### config.mk
export PLATFORM = sky130hd
export DESIGN_NAME = mccu_quota_refill_flat
export DESIGN_NICKNAME = d
export VERILOG_FILES = /design/src/rtl/mccu_quota_refill_pkg.sv /design/src/rtl/mccu_quota_refill_if.sv /design/src/rtl/mccu_quota_refill_chan.sv /design/src/rtl/mccu_quota_refill.sv /design/src/flat_wrapper.sv
export SDC_FILE = /design/constraint.sdc
export NUM_CORES = 1
export LEC_CHECK = 0
export CORE_AREA = 2 2 221 223
export CTS_CLUSTER_SIZE = 20
export DETAILED_ROUTE_END_ITERATION = 6
export DIE_AREA = 0 0 223 225
export PLACE_DENSITY = 0.74
export SLEW_MARGIN = 20
export SYNTH_ARGS = -nofsm -noshare
export SYNTH_HDL_FRONTEND = slang
export SYNTH_HIERARCHICAL = 1
export SYNTH_SLANG_ARGS = --single-unit
### constraint.sdc
create_clock -name clk_i -period 16.5 [get_ports clk_i]
set_input_delay 1.65 -clock clk_i [delete_from_list [all_inputs] [get_ports clk_i]]
set_output_delay 1.65 -clock clk_i [all_outputs]
set_load 0.05 [all_outputs]
### src/rtl/mccu_quota_refill_pkg.sv
// rtl/mccu_quota_refill_pkg.sv - shared widths and reload-source encoding for the quota refill block
package mccu_quota_refill_pkg;

    // Defaults shared with the MCCU instance this block feeds
    localparam int DATA_WIDTH_DEF   = 32;
    localparam int PERIOD_WIDTH_DEF = 32;
    localparam int OVR_WIDTH_DEF    = 8;
    localparam int N_CORES_DEF      = 4;

    // Which source produced this cycle's reload, if any
    typedef enum logic [1:0] {
        RLD_NONE   = 2'd0,
        RLD_PERIOD = 2'd1,
        RLD_SW     = 2'd2
    } rld_src_e;

endpackage

### src/rtl/mccu_quota_refill_if.sv
// rtl/mccu_quota_refill_if.sv - quota load / quota interrupt link between refill block and MCCU
interface mccu_quota_refill_if #(
    parameter int DATA_WIDTH = 32,
    parameter int N_CORES    = 4
);
    logic [DATA_WIDTH-1:0] quota              [0:N_CORES-1];
    logic                  update_quota       [0:N_CORES-1];
    logic                  interruption_quota [0:N_CORES-1];

    // Refill side: loads quotas, receives exhaustion interrupts
    modport master (
        output quota,
        output update_quota,
        input  interruption_quota
    );

    // MCCU side
    modport slave (
        input  quota,
        input  update_quota,
        output interruption_quota
    );
endinterface

### src/rtl/mccu_quota_refill_chan.sv
// rtl/mccu_quota_refill_chan.sv - one core's replenish counter, reload register, status and overrun logic
module mccu_quota_refill_chan
    import mccu_quota_refill_pkg::*;
#(
    parameter int DATA_WIDTH   = DATA_WIDTH_DEF,
    parameter int PERIOD_WIDTH = PERIOD_WIDTH_DEF,
    parameter int OVR_WIDTH    = OVR_WIDTH_DEF
) (
    input  logic                    clk_i,
    input  logic                    rst_i,
    input  logic                    enable_i,
    input  logic [DATA_WIDTH-1:0]   budget_i,
    input  logic [PERIOD_WIDTH-1:0] period_i,
    input  logic                    sw_update_i,
    input  logic [DATA_WIDTH-1:0]   sw_quota_i,
    input  logic                    irq_clear_i,
    input  logic                    interruption_quota_i,
    output logic [DATA_WIDTH-1:0]   quota_o,
    output logic                    update_quota_o,
    output logic                    exhausted_o,
    output logic                    irq_status_o,
    output logic [OVR_WIDTH-1:0]    overrun_cnt_o
);

    localparam logic [OVR_WIDTH-1:0] OVR_MAX = '1;

    logic [PERIOD_WIDTH-1:0] r_cnt;
    logic [DATA_WIDTH-1:0]   r_quota;
    logic                    r_update;
    logic                    r_exh;
    logic                    r_status;
    logic [OVR_WIDTH-1:0]    r_ovr;

    logic     w_period_off;
    logic     w_period_hit;
    logic     w_reload;
    rld_src_e w_src;

    assign w_period_off = (period_i == '0);
    assign w_period_hit = enable_i && !w_period_off && (r_cnt == '0);
    assign w_reload     = (w_src != RLD_NONE);

    // Pick the reload source; a software reload hides a coincident periodic one
    always_comb begin
        w_src = RLD_NONE;
        if (sw_update_i) begin
            w_src = RLD_SW;
        end else if (w_period_hit) begin
            w_src = RLD_PERIOD;
        end
    end

    // Replenish down-counter; any reload restarts the period, disable freezes it
    always_ff @(posedge clk_i or posedge rst_i) begin
        if (rst_i) begin
            r_cnt <= '0;
        end else if (w_period_off) begin
            r_cnt <= '0;
        end else if (w_reload) begin
            r_cnt <= period_i - 1'b1;
        end else if (enable_i) begin
            r_cnt <= r_cnt - 1'b1;
        end
    end

    // Registered one-cycle load pulse; quota holds its last loaded value
    always_ff @(posedge clk_i or posedge rst_i) begin
        if (rst_i) begin
            r_update <= 1'b0;
            r_quota  <= '0;
        end else begin
            r_update <= w_reload;
            if (w_reload) begin
                r_quota <= (w_src == RLD_SW) ? sw_quota_i : budget_i;
            end
        end
    end

    // Exhausted for the current period: new interrupt beats the reload that clears it
    always_ff @(posedge clk_i or posedge rst_i) begin
        if (rst_i) begin
            r_exh <= 1'b0;
        end else if (interruption_quota_i) begin
            r_exh <= 1'b1;
        end else if (w_reload) begin
            r_exh <= 1'b0;
        end
    end

    // Sticky status, only software clears it and a same-cycle interrupt keeps it set
    always_ff @(posedge clk_i or posedge rst_i) begin
        if (rst_i) begin
            r_status <= 1'b0;
        end else if (interruption_quota_i) begin
            r_status <= 1'b1;
        end else if (irq_clear_i) begin
            r_status <= 1'b0;
        end
    end

    // Saturating count of periods that ended while still exhausted
    always_ff @(posedge clk_i or posedge rst_i) begin
        if (rst_i) begin
            r_ovr <= '0;
        end else if (irq_clear_i) begin
            r_ovr <= '0;
        end else if (w_reload && r_exh && (r_ovr != OVR_MAX)) begin
            r_ovr <= r_ovr + 1'b1;
        end
    end

    assign quota_o        = r_quota;
    assign update_quota_o = r_update;
    assign exhausted_o    = r_exh;
    assign irq_status_o   = r_status;
    assign overrun_cnt_o  = r_ovr;

endmodule

### src/rtl/mccu_quota_refill.sv
// rtl/mccu_quota_refill.sv - per-core periodic/software quota reload for the MCCU with masked exhaustion IRQ
module mccu_quota_refill
    import mccu_quota_refill_pkg::*;
#(
    parameter int DATA_WIDTH   = DATA_WIDTH_DEF,
    parameter int PERIOD_WIDTH = PERIOD_WIDTH_DEF,
    parameter int OVR_WIDTH    = OVR_WIDTH_DEF,
    parameter int N_CORES      = N_CORES_DEF
) (
    input  logic                    clk_i,
    input  logic                    rst_i,
    input  logic                    enable_i,
    input  logic [DATA_WIDTH-1:0]   budget_i      [0:N_CORES-1],
    input  logic [PERIOD_WIDTH-1:0] period_i      [0:N_CORES-1],
    input  logic                    sw_update_i   [0:N_CORES-1],
    input  logic [DATA_WIDTH-1:0]   sw_quota_i    [0:N_CORES-1],
    input  logic                    irq_mask_i    [0:N_CORES-1],
    input  logic                    irq_clear_i   [0:N_CORES-1],
    output logic                    exhausted_o   [0:N_CORES-1],
    output logic                    irq_status_o  [0:N_CORES-1],
    output logic [OVR_WIDTH-1:0]    overrun_cnt_o [0:N_CORES-1],
    output logic                    irq_o,
    mccu_quota_refill_if.master     mccu
);

    logic w_status [0:N_CORES-1];

    for (genvar g = 0; g < N_CORES; g++) begin : g_chan
        mccu_quota_refill_chan #(
            .DATA_WIDTH   (DATA_WIDTH),
            .PERIOD_WIDTH (PERIOD_WIDTH),
            .OVR_WIDTH    (OVR_WIDTH)
        ) u_chan (
            .clk_i                (clk_i),
            .rst_i                (rst_i),
            .enable_i             (enable_i),
            .budget_i             (budget_i[g]),
            .period_i             (period_i[g]),
            .sw_update_i          (sw_update_i[g]),
            .sw_quota_i           (sw_quota_i[g]),
            .irq_clear_i          (irq_clear_i[g]),
            .interruption_quota_i (mccu.interruption_quota[g]),
            .quota_o              (mccu.quota[g]),
            .update_quota_o       (mccu.update_quota[g]),
            .exhausted_o          (exhausted_o[g]),
            .irq_status_o         (w_status[g]),
            .overrun_cnt_o        (overrun_cnt_o[g])
        );
        assign irq_status_o[g] = w_status[g];
    end

    // Single interrupt line from the registered status of unmasked cores
    always_comb begin
        irq_o = 1'b0;
        for (int i = 0; i < N_CORES; i++) begin
            irq_o = irq_o | (w_status[i] & irq_mask_i[i]);
        end
    end

endmodule

### src/flat_wrapper.sv
// flat-port wrapper written by rule: the top's interface ports become plain ports
module mccu_quota_refill_flat import mccu_quota_refill_pkg::*;
#(
    parameter int DATA_WIDTH   = DATA_WIDTH_DEF,
    parameter int PERIOD_WIDTH = PERIOD_WIDTH_DEF,
    parameter int OVR_WIDTH    = OVR_WIDTH_DEF,
    parameter int N_CORES      = N_CORES_DEF
)
  (clk_i, rst_i, enable_i, budget_i, period_i, sw_update_i, sw_quota_i, irq_mask_i, irq_clear_i, exhausted_o, irq_status_o, overrun_cnt_o, irq_o, mccu_quota, mccu_update_quota, mccu_interruption_quota);
  mccu_quota_refill_if #(.DATA_WIDTH(DATA_WIDTH), .N_CORES(N_CORES)) mccu_i ();
  input  logic clk_i;
  input  logic rst_i;
  input  logic enable_i;
  input  logic [DATA_WIDTH-1:0] budget_i[0:N_CORES-1];
  input  logic [PERIOD_WIDTH-1:0] period_i[0:N_CORES-1];
  input  logic sw_update_i[0:N_CORES-1];
  input  logic [DATA_WIDTH-1:0] sw_quota_i[0:N_CORES-1];
  input  logic irq_mask_i[0:N_CORES-1];
  input  logic irq_clear_i[0:N_CORES-1];
  output logic exhausted_o[0:N_CORES-1];
  output logic irq_status_o[0:N_CORES-1];
  output logic [OVR_WIDTH-1:0] overrun_cnt_o[0:N_CORES-1];
  output logic irq_o;
  output wire logic [$bits(mccu_i.quota)-1:0] mccu_quota;
  output wire logic [$bits(mccu_i.update_quota)-1:0] mccu_update_quota;
  input wire logic [$bits(mccu_i.interruption_quota)-1:0] mccu_interruption_quota;
  assign mccu_quota = {>>{mccu_i.quota}};
  assign mccu_update_quota = {>>{mccu_i.update_quota}};
  assign mccu_i.interruption_quota = {>>{mccu_interruption_quota}};
  mccu_quota_refill #(.DATA_WIDTH(DATA_WIDTH), .PERIOD_WIDTH(PERIOD_WIDTH), .OVR_WIDTH(OVR_WIDTH), .N_CORES(N_CORES)) u_core (.clk_i(clk_i), .rst_i(rst_i), .enable_i(enable_i), .budget_i(budget_i), .period_i(period_i), .sw_update_i(sw_update_i), .sw_quota_i(sw_quota_i), .irq_mask_i(irq_mask_i), .irq_clear_i(irq_clear_i), .exhausted_o(exhausted_o), .irq_status_o(irq_status_o), .overrun_cnt_o(overrun_cnt_o), .irq_o(irq_o), .mccu(mccu_i));
endmodule
# Word level (Yosys, flattened, before mapping)
# Cells that the tools add are included.
[word_totals]
output_inout_bits = 173
reg_bits = 300
[op_classes]
n_addsub = 12
bitwise_logic = 7
eq_ne = 8
n_reduce_logical = 48
muxes = 48
[op_table]
columns = ["operator", "n"]
rows = [
  ["$mux 32", 16],
  ["$logic_not 32->1", 8],
  ["$sub 32x1->32 const B", 8],
  ["$mux 8", 8],
  ["$add 8x1->8 const B", 4],
  ["$ne 8x8->1 const B", 4],
  ["$reduce_bool 2->1", 16],
  ["$mux 1", 20],
  ["$logic_and 1x1->1", 16],
  ["$reduce_bool 3->1", 4],
  ["$eq 2x2->1 const B", 4],
  ["$mux 2", 4],
  ["$and 1x1->1", 4],
  ["$logic_not 1->1", 4],
  ["$or 1x1->1", 3],
]

# Logic depth before layout (Yosys ltp)
# Gate-level depths: netlist (run 1).
[logic_depth]
ltp_word = 11
mapped_depth = 22
depth_no_buf = 16

# Modules after synthesis
# The synthesis (run 1) kept the hierarchy.
[by_module_without_submodules]
columns = ["module", "area_each_um2", "cells_per_inst", "seq_area_each_um2", "instances"]
rows = [
  ["mccu_quota_refill_chan at u_core.g_chan[2].u_chan ...", 4690.7, 520, 1876.8, 2],
  ["mccu_quota_refill_chan at u_core.g_chan[0].u_chan ...", 4631.9, 511, 1876.8, 2],
  ["mccu_quota_refill", 18.8, 3, 0.0, 1],
]

# Worst setup path before layout (run 1)
# OpenSTA, ideal clock, no wires.
[synth_path]
path_kind = "in2reg"
startpoint = "input port period_i[109] (netlist bit)"
endpoint = "register u_core.g_chan[0].u_chan.r_cnt[28]"
t_required_ps = 16362
setup_time_ps = 138
path_slack_ps = 10203
arrival_ps = 6159
path_stages = 22
path_buffers = 7
cell_sequence = "or3_1 -> or3_1 -> clkbuf_1 -> or3_1 -> buf_2 -> a21oi_4 -> inv_2 -> buf_2 -> clkbuf_1 -> buf_2 -> buf_2 -> mux2i_1 -> ha_1 -> clkbuf_1 -> nand4_1 -> nor4_1 -> nand2_1 -> mux2i_1 -> a21boi_1 -> nand3_1 -> xor2_1 -> o22ai_1"
[synth_between]
elab_chain_cells = 9
word_cells_on_any_way = 11
cone_classes = "add/sub (1); mux (4); reduce/logical (6)"
[synth_rtl]
columns = ["element", "line", "source"]
rows = [
  ["start, declared", "flat_wrapper.sv:15", "input logic [PERIOD_WIDTH-1:0] period_i[0:N_CORES-1];"],
  ["$logic_not 32->1 *", "mccu_quota_refill_chan.sv:39", "assign w_period_off = (period_i == '0);"],
  ["$logic_not 1->1 *", "mccu_quota_refill_chan.sv:40", "assign w_period_hit = enable_i && !w_period_off && (r_cnt == '0);"],
  ["$logic_and 1x1->1 * (2 in a row)", "mccu_quota_refill_chan.sv:40", ""],
  ["$mux 1 *", "mccu_quota_refill_chan.sv:48", "end else if (w_period_hit) begin"],
  ["$mux 2 *", "mccu_quota_refill_chan.sv:46", "if (sw_update_i) begin"],
  ["$reduce_bool 2->1 *", "mccu_quota_refill_chan.sv:41", "assign w_reload = (w_src != RLD_NONE);"],
  ["named net u_core.g_chan[0].u_chan.w_reload", "mccu_quota_refill_chan.sv:36", "logic w_reload;"],
  ["$mux 32", "mccu_quota_refill_chan.sv:59", "end else if (w_reload) begin"],
  ["$mux 32", "mccu_quota_refill_chan.sv:57", "end else if (w_period_off) begin"],
  ["end signal, assigned", "mccu_quota_refill_chan.sv:60", "r_cnt <= period_i - 1'b1;"],
  ["end signal, assigned", "mccu_quota_refill_chan.sv:62", "r_cnt <= r_cnt - 1'b1;"],
  ["end, declared", "mccu_quota_refill_chan.sv:27", "logic [PERIOD_WIDTH-1:0] r_cnt;"],
]
# The timed path passes the listed nets; every way through them passes the cells marked *.
# A chain may end at the register's enable or synchronous reset.

# Worst setup path after layout (run 1)
[layout_path]
startpoint = "input port period_i[83] (netlist bit)"
endpoint = "register u_core.g_chan[1].u_chan.r_cnt[28]"
[layout_between]
elab_chain_cells = 9
word_cells_on_any_way = 11
cone_classes = "add/sub (1); mux (4); reduce/logical (6)"
[layout_rtl]
columns = ["element", "line"]
rows = [
  ["branches (longest 9 deep; another with $sub 32x1->32)", "--"],
  ["end signal, assigned", "mccu_quota_refill_chan.sv:60"],
  ["end signal, assigned", "mccu_quota_refill_chan.sv:62"],
  ["end, declared", "mccu_quota_refill_chan.sv:27"],
]
# Parallel ways; which one is timed is not known.

==> results of run 1 <==
through the flow:
step | utilization, % | hold WS (ns) | instance area (um^2) | setup slack (ns)
finish | 55.0 | 0.505 | 26100 | 9.74
global route | 55.0 | 0.544 | 26100 | 9.37
CTS | 54.9 | 0.509 | 26100 | 9.93
detailed placement | 52.2 | 0.488 | 24800 | 9.31
global placement | 52.2 | 0.490 | 24800 | 9.50
floorplan | - | 0.507 | 18700 | 10.20
cell families (layout without fill, tap and decap cells):
kind of cell / count (synthesis) / after routing / synth area share (%)
xor+xnor: 236 / 236 / 11.1
mux: 184 / 184 / 10.2
fa+ha+maj: 8 / 8 / 0.536
compound gates: 346 / 346 / 11.9
buf+inv: 128 / 679 / 3.00
simple gates: 863 / 863 / 23.1
flops: 300 / 300 / 40.2
other cells: 0 / 4 / 0
flip-flops by register name, indices dropped and copies added, names as in the netlist:
name                                 count
u_core/g_chan.u_chan/irq_status_o        4
u_core/g_chan.u_chan/quota_o           128
u_core/g_chan.u_chan/r_cnt             128
u_core/g_chan.u_chan/update_quota_o      4
u_core/g_chan.u_chan/exhausted_o         4
u_core/g_chan.u_chan/overrun_cnt_o      32
worst max path at each step:
stage | from | to | slack (ns) | depth (start not counted)
finish | period_i[83] | u_core/g_chan[1].u_chan/r_cnt[28] | 9.74 | 17
detailed placement | period_i[83] | u_core/g_chan[1].u_chan/r_cnt[28] | 9.31 | 17
global route | period_i[83] | u_core/g_chan[1].u_chan/r_cnt[28] | 9.37 | 17
floorplan | period_i[109] | u_core/g_chan[0].u_chan/r_cnt[28] | 10.20 | 22
CTS | period_i[83] | u_core/g_chan[1].u_chan/r_cnt[28] | 9.93 | 17
global placement | period_i[83] | u_core/g_chan[1].u_chan/r_cnt[24] | 9.50 | 17
layout make-up:
cell class	instances	area, um^2
antenna	4	10.0
clock buffer	51	1120
clock inverter	17	156
fill	4213	21400
inverter	20	78.8
multi-input combinational	1637	10600
sequential	300	7510
tap	615	769
timing repair buffer	591	5880
layer usage:
| metal | vias up | global-route usage (%) | wire [um] |
|---|---|---|---|
| li1 | 8459 | - | - |
| met1 | 8744 | 31.3 | 26000 |
| met2 | 821 | 41.3 | 30800 |
| met3 | 132 | 4.47 | 4630 |
| met4 | 2 | 8.05 | 1650 |
| met5 | - | 0 | 11 |
Yosys cell counts, types with 6 or more instances:
library cell / n
nor3_1: 76
nor4_2: 8
clkbuf_1: 66
inv_1: 16
or3_1: 34
a21o_1: 10
dfrtp_1: 300
o31ai_1: 8
nand3_1: 68
buf_1: 12
xor2_1: 138
mux2_2: 18
nor2b_1: 6
nor4_1: 66
or2_2: 6
nand4_1: 22
buf_2: 22
or2_1: 6
nor3b_1: 8
xnor2_1: 98
mux2i_1: 162
o21ai_0: 144
o22ai_1: 60
a21oi_1: 20
nand2b_1: 6
and2_1: 8
or4_1: 30
nand2_1: 281
ha_1: 8
nor2_1: 182
and3_1: 20
a211oi_1: 50
placed cells by master, fill, tap and decap left out, drive strengths merged, types with 60 or more instances in the layout:
cell type / n
mux2i: 164
clkdlybuf4s50: 570
nor2: 184
o21ai: 148
nor4: 76
xor2: 138
xnor2: 98
nand2: 283
nor3: 76
dfrtp: 300
nand3: 68
o22ai: 60
worst max-delay path, cell delays in order:
cell and delay [ns]:
clkdlybuf4s50_1 0.51, nor4_1 0.78, nand4_1 0.27, or3_1 0.53
a21oi_4 0.19, inv_2 0.29, and2_1 0.29, a21oi_1 0.12
ha_1 0.38, nand4_1 0.29, nor4_1 0.68, nand2_1 0.12
mux2i_1 0.28, a21boi_1 0.37, nand3_1 0.14, xor2_1 0.17
o22ai_1 0.09
power groups by stage:
| stage | logic (mW) | registers (mW) | clock network [mW] |
|---|---|---|---|
| floorplan | 0.179 | 0.971 | 0 |
| global placement | 0.509 | 0.872 | 0 |
| detailed placement | 0.517 | 0.875 | 0 |
| CTS | 0.519 | 0.864 | 0.877 |
| global route | 0.555 | 0.874 | 0.906 |
| finish | 0.520 | 0.866 | 0.856 |
==> out/results.ini, run 1 <==
[outcome]
outcome = complete, no violations

[power_and_ir_drop]
pwr-share-seq_pct = 38.6
power.share.combinational_pct = 23.2
leakagePower_nw = 10.1
netSwitchingPower_mw = 0.704
power_frac_clock_pct = 38.2
ir_drop_uv = 57.9
power.density_nw_per_um2 = 85.8
sw_frac_of_total_pct = 31.4
intPower_mw = 1.54
pnr_total_power_mw = 2.24

[drt]
post_drt_via_cell_ratio = 5.61
drt_initial_violations = 1476
routed-via-count = 18200
detail_route.wl_per_cell_um = 19.5
detail_route.wirelength_um = 63100
ant_nets = 0
detail_route.drc_violations = 0
drtPass1Iterations = 6

[global_routing]
first_global_vias = 18000
global_route_usage_sum_pct = 24.3
globalRouteOverflowTotal = 0
grt_start_max_net_pins = 76
antenna_found_initial = 4
grt_first_pass_wirelength_um = 99400

[worst_setup_path]
regToRegEndpoint = u_core/g_chan[0].u_chan/r_cnt[28]
ff2ff_setup_slack_ns = 11.00
critPathKind = in2reg
critPathRequiredTime_ns = 16.90
cp.arrival_ns = 7.16
start_kind = input port
critPathMaxFanout = 40
critical_path.reg2reg.startpoint = u_core/g_chan[0].u_chan/r_cnt[2]
reg2reg_depth = 15
crit_path_end_kind = register

[timing]
final.min_clock_period_ns = 6.76
post-route-period-util_pct = 41.0
max-slew-margin-rel_pct = 30.2
tightest_slew_ns = 1.05
fmaxAchievable_mhz = 148
post_route_setup_tns_ns = 0
max_transition_viols_final = 0
fin_skew_ns = 0.0178
grt_setup_unrepaired = no
hold_violations = 0
final-setup-viol-count = 0

[floorplan]
floorplan.core_area_um2 = 47500
row_count = 80
ios = 576
floorplan.initialDensity_pct = 39.3
die-width_um = 223
die_h_um = 225
die_area_um2 = 50200

[yosys]
syn-cell-area_um2 = 18700
synthDominantCellAreaShare_pct = 40.2
fraction_of_the_yosys_area_taken_by_sequential_cells_pct = 40.2
synth-seq-cells = 300
top_cells_by_area_synth = dfrtp_1 40%, mux2i_1 8.7%, xor2_1 6.5%
postSynthNetCount = 2476
synth_warnings = 6
ys_async_sr_fraction_pct = 100
synth-edff-count = 0
netlist-cell-type-count = 73
biggest_area_consumer_among_synthesized_cells = dfrtp_1
synth.avg_cell_area_um2 = 9.04
synthesis.instances = 2065
synthFlopType = dfrtp_1

[placement]
number_of_placed_instances_taps_included = 3162
port_buffers = 575
finalWeightedCongestion = 0.925
placed_wire_length_estimate_after_detailed_placement_um = 46300

[worst_hold_path]
min_path_cells = 1
hold_end = u_core/g_chan[1].u_chan/exhausted_o
hold_start = u_core/g_chan[1].u_chan/exhausted_o
hold_path_class = reg2reg

[cells_and_area]
num-nets-final = 2999
areaGrowthSynthToFinish_pct = 40.1
post_route_non_filler_standard_cell_count = 3235
layout-drive-gt1-share_pct = 6.08

[job]
count_of_max_cap_constraint_violations = 0

[cts]
cts_made_buffers = 38
path_clk_slew_ns = 0.06
clock_tree.root_cell = clkbuf_16
post_cts_resized = 0
numClockSinks = 300
clk-insertion-delay-late_ns = 0.56
tritoncts = done
htree_levels = 2
cts-root-to-sink-buffers = 3
post-cts-setup-buffers = 0
hold_buffers = 0

Power figures use the tool's default switching activity.
==> run 2, diff against run 1 <==
--- a/config.mk
+++ b/config.mk
@@ -5,11 +5,11 @@
 export SDC_FILE = /design/constraint.sdc
 export NUM_CORES = 1
 export LEC_CHECK = 0
-export CORE_AREA = 2 2 221 223
+export CORE_AREA = 2 2 225 227
 export CTS_CLUSTER_SIZE = 20
 export DETAILED_ROUTE_END_ITERATION = 6
-export DIE_AREA = 0 0 223 225
-export PLACE_DENSITY = 0.74
+export DIE_AREA = 0 0 227 229
+export PLACE_DENSITY = 0.72
 export SLEW_MARGIN = 20
 export SYNTH_ARGS = -nofsm -noshare
 export SYNTH_HDL_FRONTEND = slang
==> constraint.sdc (replaced) <==
create_clock -name clk_i -period 6.3 [get_ports clk_i]
set_input_delay 0.63 -clock clk_i [delete_from_list [all_inputs] [get_ports clk_i]]
set_output_delay 0.63 -clock clk_i [all_outputs]
set_load 0.05 [all_outputs]
==> run 2 against run 1 <==
  * Cell count rose by 2.0%
  * Utilization fell by 2.2 points
  * Register-to-register slack got worse by 9.7 ns
  * Clock power rose to 2.5 times the previous value
  * Hold slack got worse by 0.11 ns
  * Combinational power rose to 2.6 times the previous value
  * Power rose to 2.6 times the previous value
  * Sequential cell count did not move
  * Die area rose by 3.6%
  * Critical path depth did not move
  * Global-route usage fell by 0.24 points
  * Largest cell class unchanged
==> out/results.ini, run 2 (synthesis gave the netlist of run 1 again) <==
[cts]
path_clk_slew_ns = 0.06
cts_made_buffers = 37
post-cts-setup-buffers = 0
cts-root-to-sink-buffers = 3
clk-insertion-delay-late_ns = 0.55
numClockSinks = 300
post_cts_resized = 0
hold_buffers = 0
tritoncts = done
clock_tree.root_cell = clkbuf_16
htree_levels = 2

[floorplan]
row_count = 82
die_area_um2 = 52000
die-width_um = 227
floorplan.core_area_um2 = 49700
ios = 576
floorplan.initialDensity_pct = 37.6
die_h_um = 229

[timing]
final-setup-viol-count = 0
hold_violations = 0
final.min_clock_period_ns = 5.18
tightest_slew_ns = 1.05
timing.final.ws_setup_ns = 1.12
max_transition_viols_final = 0
post_route_setup_tns_ns = 0
post-route-period-util_pct = 82.3
max-slew-margin-rel_pct = 29.9
fin_skew_ns = 0.0172
fmaxAchievable_mhz = 193
grt_setup_unrepaired = no
final.hold.worst_slack_ns = 0.392

[power_and_ir_drop]
leakagePower_nw = 10.2
pnr_total_power_mw = 5.79
ir_drop_uv = 175
power.density_nw_per_um2 = 221

[placement]
detailed_place.area_um2 = 25000
number_of_placed_instances_taps_included = 3230
dp_worst_setup_slack_ns = 0.749
finalWeightedCongestion = 0.950
port_buffers = 575
placed_wire_length_estimate_after_detailed_placement_um = 47800

[global_routing]
grt_first_pass_wirelength_um = 101000
globalRouteOverflowTotal = 0
grt_start_max_net_pins = 76
global_route_usage_sum_pct = 24.1
first_global_vias = 18200
antenna_found_initial = 3

[worst_setup_path]
critPathKind = in2reg
cpLargestDelayFamily = simple AND/OR/NAND/NOR gates
critical_path_buf_inv_count = 2
critical_path.slowest_cell = nor4_1
crit_path_end_kind = register
start_kind = input port
critPathRequiredTime_ns = 6.68
timing.critical_path.mode_cell = nand2_1
critPathMaxFanout = 7
cp.arrival_ns = 5.56
max_stage_delay_ns = 0.67
crit_path_cell_trace = clkdlybuf4s50_1, or4_1, nand3b_4, or3_1, a21oi_4, inv_2, and2_1, a21oi_1, ha_1, nand4_1, nor4_1, nand2_1, mux2i_1, a21boi_1, nand2_1, xor2_1, o22ai_1

[cells_and_area]
num-nets-final = 3008
layout_commonest_cell = clkdlybuf4s50_1
fin_util_pct = 52.8
final_area_um2 = 26200
layout-drive-gt1-share_pct = 6.21
post_route_non_filler_standard_cell_count = 3299
areaGrowthSynthToFinish_pct = 40.4
commonest_cells_after_routing_fill_and_taps_aside = 570 x clkdlybuf4s50_1, 300 x dfrtp_1, 281 x nand2_1

[drt]
drtPass1Iterations = 7
drt_initial_violations = 1541
detail_route.wl_per_cell_um = 19.7
post_drt_via_cell_ratio = 5.51
ant_nets = 0
detail_route.wirelength_um = 64800
routed-via-count = 18200
detail_route.drc_violations = 0

[job]
count_of_max_cap_constraint_violations = 0

[worst_hold_path]
hold_path_class = in2reg

[outcome]
outcome = complete, no violations

## run 2: cell count changes in the layout (fill, tap and decap cells not counted)
cell        previous run  this run
buf_16                 1         0
diode_2                4         3
clkbuf_16             41        37
clkbuf_1               4         8
inv_2                  3         4
clkbuf_8               6        11
clkinv_2              11         6
buf_4                 13        24
clkinvlp_4             4         1
## run 2: worst paths after layout
check,startpoint,endpoint,slack [ns],cells after the start
worst min-delay path,sw_update_i[3],u_core/g_chan[0].u_chan/update_quota_o,0.39,3
worst min register to register,u_core/g_chan[2].u_chan/exhausted_o,u_core/g_chan[2].u_chan/exhausted_o,0.52,1
worst max-delay path,period_i[64],u_core/g_chan[1].u_chan/r_cnt[28],1.12,17
min in group asynchronous,rst_i,u_core/g_chan[1].u_chan/r_cnt[19],0.79,3
max in group asynchronous,rst_i,u_core/g_chan[2].u_chan/quota_o[30],4.74,3
worst max register to register,u_core/g_chan[0].u_chan/r_cnt[12],u_core/g_chan[0].u_chan/r_cnt[28],1.29,16
## run 2: tightest hold or removal path, cell delays in order
cell and delay, ns:
buf_2 0.13, a21oi_4 0.04, inv_2 0.07
## run 2: layer usage
| layer | GRT usage [%] | part of all wire (%) | up-vias |
|---|---|---|---|
| met5 | 0 | 0 | - |
| met4 | 8.68 | 3.0 | 0 |
| met3 | 4.45 | 7.1 | 135 |
| met2 | 40.4 | 48 | 766 |
| met1 | 30.9 | 42 | 8785 |
| li1 | - | - | 8481 |
## run 2: power by group
group,leakage [nW],total [mW],internal (mW),switching [mW]
logic,5.93,1.37,0.590,0.777
clock network,0.602,2.15,1.30,0.859
registers,3.63,2.27,2.10,0.173
## run 2: layout make-up
cell class	count	area (um^2)
Fill cell	4546	23500
Multi-Input combinational cell	1637	10600
Sequential cell	300	7510
Timing Repair Buffer	601	5940
Clock buffer	56	1110
Tap cell	672	841
Clock inverter	10	114
Inverter	20	77.6
Antenna cell	3	7.51
==> run 3, diff against run 2 <==
--- a/config.mk
+++ b/config.mk
@@ -9,7 +9,7 @@
 export CTS_CLUSTER_SIZE = 20
 export DETAILED_ROUTE_END_ITERATION = 6
 export DIE_AREA = 0 0 227 229
-export PLACE_DENSITY = 0.72
+export PLACE_DENSITY = 0.74
 export SLEW_MARGIN = 20
 export SYNTH_ARGS = -nofsm -noshare
 export SYNTH_HDL_FRONTEND = slang
==> constraint.sdc (replaced) <==
create_clock -name clk_i -period 4.3 [get_ports clk_i]
set_input_delay 0.43 -clock clk_i [delete_from_list [all_inputs] [get_ports clk_i]]
set_output_delay 0.43 -clock clk_i [all_outputs]
set_load 0.05 [all_outputs]
==> run 3 against run 2 <==
  * Via count up 2.5%
  * Cell area grew 3.4%
  * Clock skew is 0.0016 ns lower
  * Combinational power rose by 52%
  * Hold slack got worse by 0.15 ns
  * Non-clock buffer count is 117 higher
  * Die area unchanged
  * First-iteration DRC count increased by 6.3%
  * Critical path type unchanged
==> out/results.ini, run 3 (synthesis gave the netlist of run 1 again) <==
[outcome]
outcome = complete, no violations

[worst_setup_path]
regToRegEndpoint = u_core/g_chan[1].u_chan/r_cnt[28]
cp.arrival_ns = 4.40
critPathRequiredTime_ns = 4.68
crit_path_end_kind = register
worstSetupStartpoint = period_i[78]
endpoint = u_core/g_chan[1].u_chan/r_cnt[28]
reg2reg_depth = 15
critical_path.reg2reg.startpoint = u_core/g_chan[1].u_chan/r_cnt[2]
critPathKind = in2reg
critPathMaxFanout = 4
start_kind = input port
ff2ff_setup_slack_ns = 0.32

[drt]
detail_route.drc_violations = 0
detail_route.wirelength_um = 65600
ant_nets = 0
detail_route.wl_per_cell_um = 19.3
routed-via-count = 18600
post_drt_via_cell_ratio = 5.47
drt_initial_violations = 1638
drtPass1Iterations = 5

[cts]
clk-insertion-delay-late_ns = 0.55
tritoncts = done
htree_levels = 2
path_clk_slew_ns = 0.06
cts-root-to-sink-buffers = 3
clock_tree.root_cell = clkbuf_16
numClockSinks = 300
hold_buffers = 0
cts_made_buffers = 36

[placement]
port_buffers = 575
dp_worst_setup_slack_ns = -0.223
placed_wire_length_estimate_after_detailed_placement_um = 49800
finalWeightedCongestion = 0.965
number_of_placed_instances_taps_included = 3345
detailed_place.area_um2 = 25900

[cells_and_area]
commonest_cells_after_routing_fill_and_taps_aside = 570 x clkdlybuf4s50_1, 300 x dfrtp_1, 281 x nand2_1
fin_util_pct = 54.5
num-nets-final = 3124
layout_commonest_cell = clkdlybuf4s50_1
post_route_non_filler_standard_cell_count = 3407
layout-drive-gt1-share_pct = 10.4
areaGrowthSynthToFinish_pct = 45.1
final_area_um2 = 27100

[global_routing]
grt_start_max_net_pins = 76
first_global_vias = 19100
grt_first_pass_wirelength_um = 102000
global_route_usage_sum_pct = 24.5
globalRouteOverflowTotal = 0
antenna_found_initial = 5

[power_and_ir_drop]
ir_drop_uv = 221
power.share.combinational_pct = 24.9
sw_frac_of_total_pct = 31.1
power_frac_clock_pct = 35.5
pwr-share-seq_pct = 39.7
power.density_nw_per_um2 = 309
intPower_mw = 5.77
netSwitchingPower_mw = 2.61
leakagePower_nw = 10.7

[timing]
hold_violations = 0
timing.final.ws_setup_ns = 0.285
max-slew-margin-rel_pct = 34.2
tightest_slew_ns = 0.988
grt_setup_unrepaired = no
final-setup-viol-count = 0
post-route-period-util_pct = 93.4
fmaxAchievable_mhz = 249
post_route_setup_tns_ns = 0
max_transition_viols_final = 0
fin_skew_ns = 0.0156
final.min_clock_period_ns = 4.02

[floorplan]
ios = 576
row_count = 82
floorplan.core_area_um2 = 49700
floorplan.initialDensity_pct = 37.6
die_h_um = 229
die-width_um = 227
die_area_um2 = 52000

[worst_hold_path]
hold_path_class = in2reg

[job]
count_of_max_cap_constraint_violations = 0

run 3: cell types whose count changed in the layout (fill, tap and decap cells not counted), sizes merged:
cell	before	now
buf	31	148
bufinv	2	1
clkbuf	56	58
clkinv	9	3
clkinvlp	1	0
diode	3	1
inv	18	17
run 3: worst min-delay path by stage:
stage / from / end / slack (ns) / cells after the start
floorplan: u_core/g_chan[2].u_chan/r_cnt[0] / u_core/g_chan[2].u_chan/r_cnt[0] / 0.51 / 2
global placement: u_core/g_chan[3].u_chan/exhausted_o / u_core/g_chan[3].u_chan/exhausted_o / 0.49 / 1
detailed placement: u_core/g_chan[3].u_chan/exhausted_o / u_core/g_chan[3].u_chan/exhausted_o / 0.49 / 1
CTS: sw_update_i[0] / u_core/g_chan[3].u_chan/r_cnt[26] / 0.20 / 4
global route: sw_update_i[0] / u_core/g_chan[3].u_chan/r_cnt[26] / 0.24 / 4
finish: sw_update_i[0] / u_core/g_chan[3].u_chan/r_cnt[26] / 0.24 / 4
run 3: power groups by stage:
| stage | clock network, mW | logic [mW] | registers, mW |
|---|---|---|---|
| after CTS | 3.05 | 2.08 | 3.31 |
| final | 2.97 | 2.08 | 3.32 |
| after detailed placement | 0 | 2.07 | 3.36 |
| after global routing | 3.16 | 2.22 | 3.35 |
| after floorplan | 0 | 0.703 | 3.73 |
| after global placement | 0 | 2.03 | 3.35 |
run 3: layout make-up:
type | instances | area (um^2)
inverter | 20 | 78.8
antenna | 1 | 2.50
multi-input combinational | 1637 | 10700
clock buffer | 58 | 1080
clock inverter | 1 | 30.0
timing repair buffer | 718 | 6820
tap | 672 | 841
fill | 4468 | 22600
sequential | 300 | 7510
run 3: metrics by stage:
stage | total power [mW] | hold slack, ns
floorplan | 4.43 | 0.507
global placement | 5.38 | 0.489
detailed placement | 5.43 | 0.490
CTS | 8.45 | 0.197
global route | 8.73 | 0.239
finish | 8.37 | 0.244
run 3: what timing repair did:
item / CTS / global route
gates resized for setup: 0 / 4
setup buffers: 0 / 2
setup endpoints to repair: 0 / 6
run 3: per-layer routing:
metal	up-vias	share of wire (%)	GRT usage, %
li1	8690	-	-
met1	9005	41	30.8
met2	784	48	41.2
met3	139	7.9	5.32
met4	4	2.9	8.48
met5	-	0.035	0
run 3: critical path, stage by stage:
cell and delay, ns:
clkdlybuf4s50_1 0.46, or3_1 0.42, or3_1 0.45, or3_1 0.39, a21oi_4 0.19, inv_2 0.07
and2_4 0.16, a21oi_1 0.12, ha_2 0.20, nand4_1 0.20, nor4_4 0.36, nand2_1 0.07
mux2i_1 0.19, a21boi_2 0.28, nand3_1 0.13, xor2_1 0.19, o22ai_1 0.08
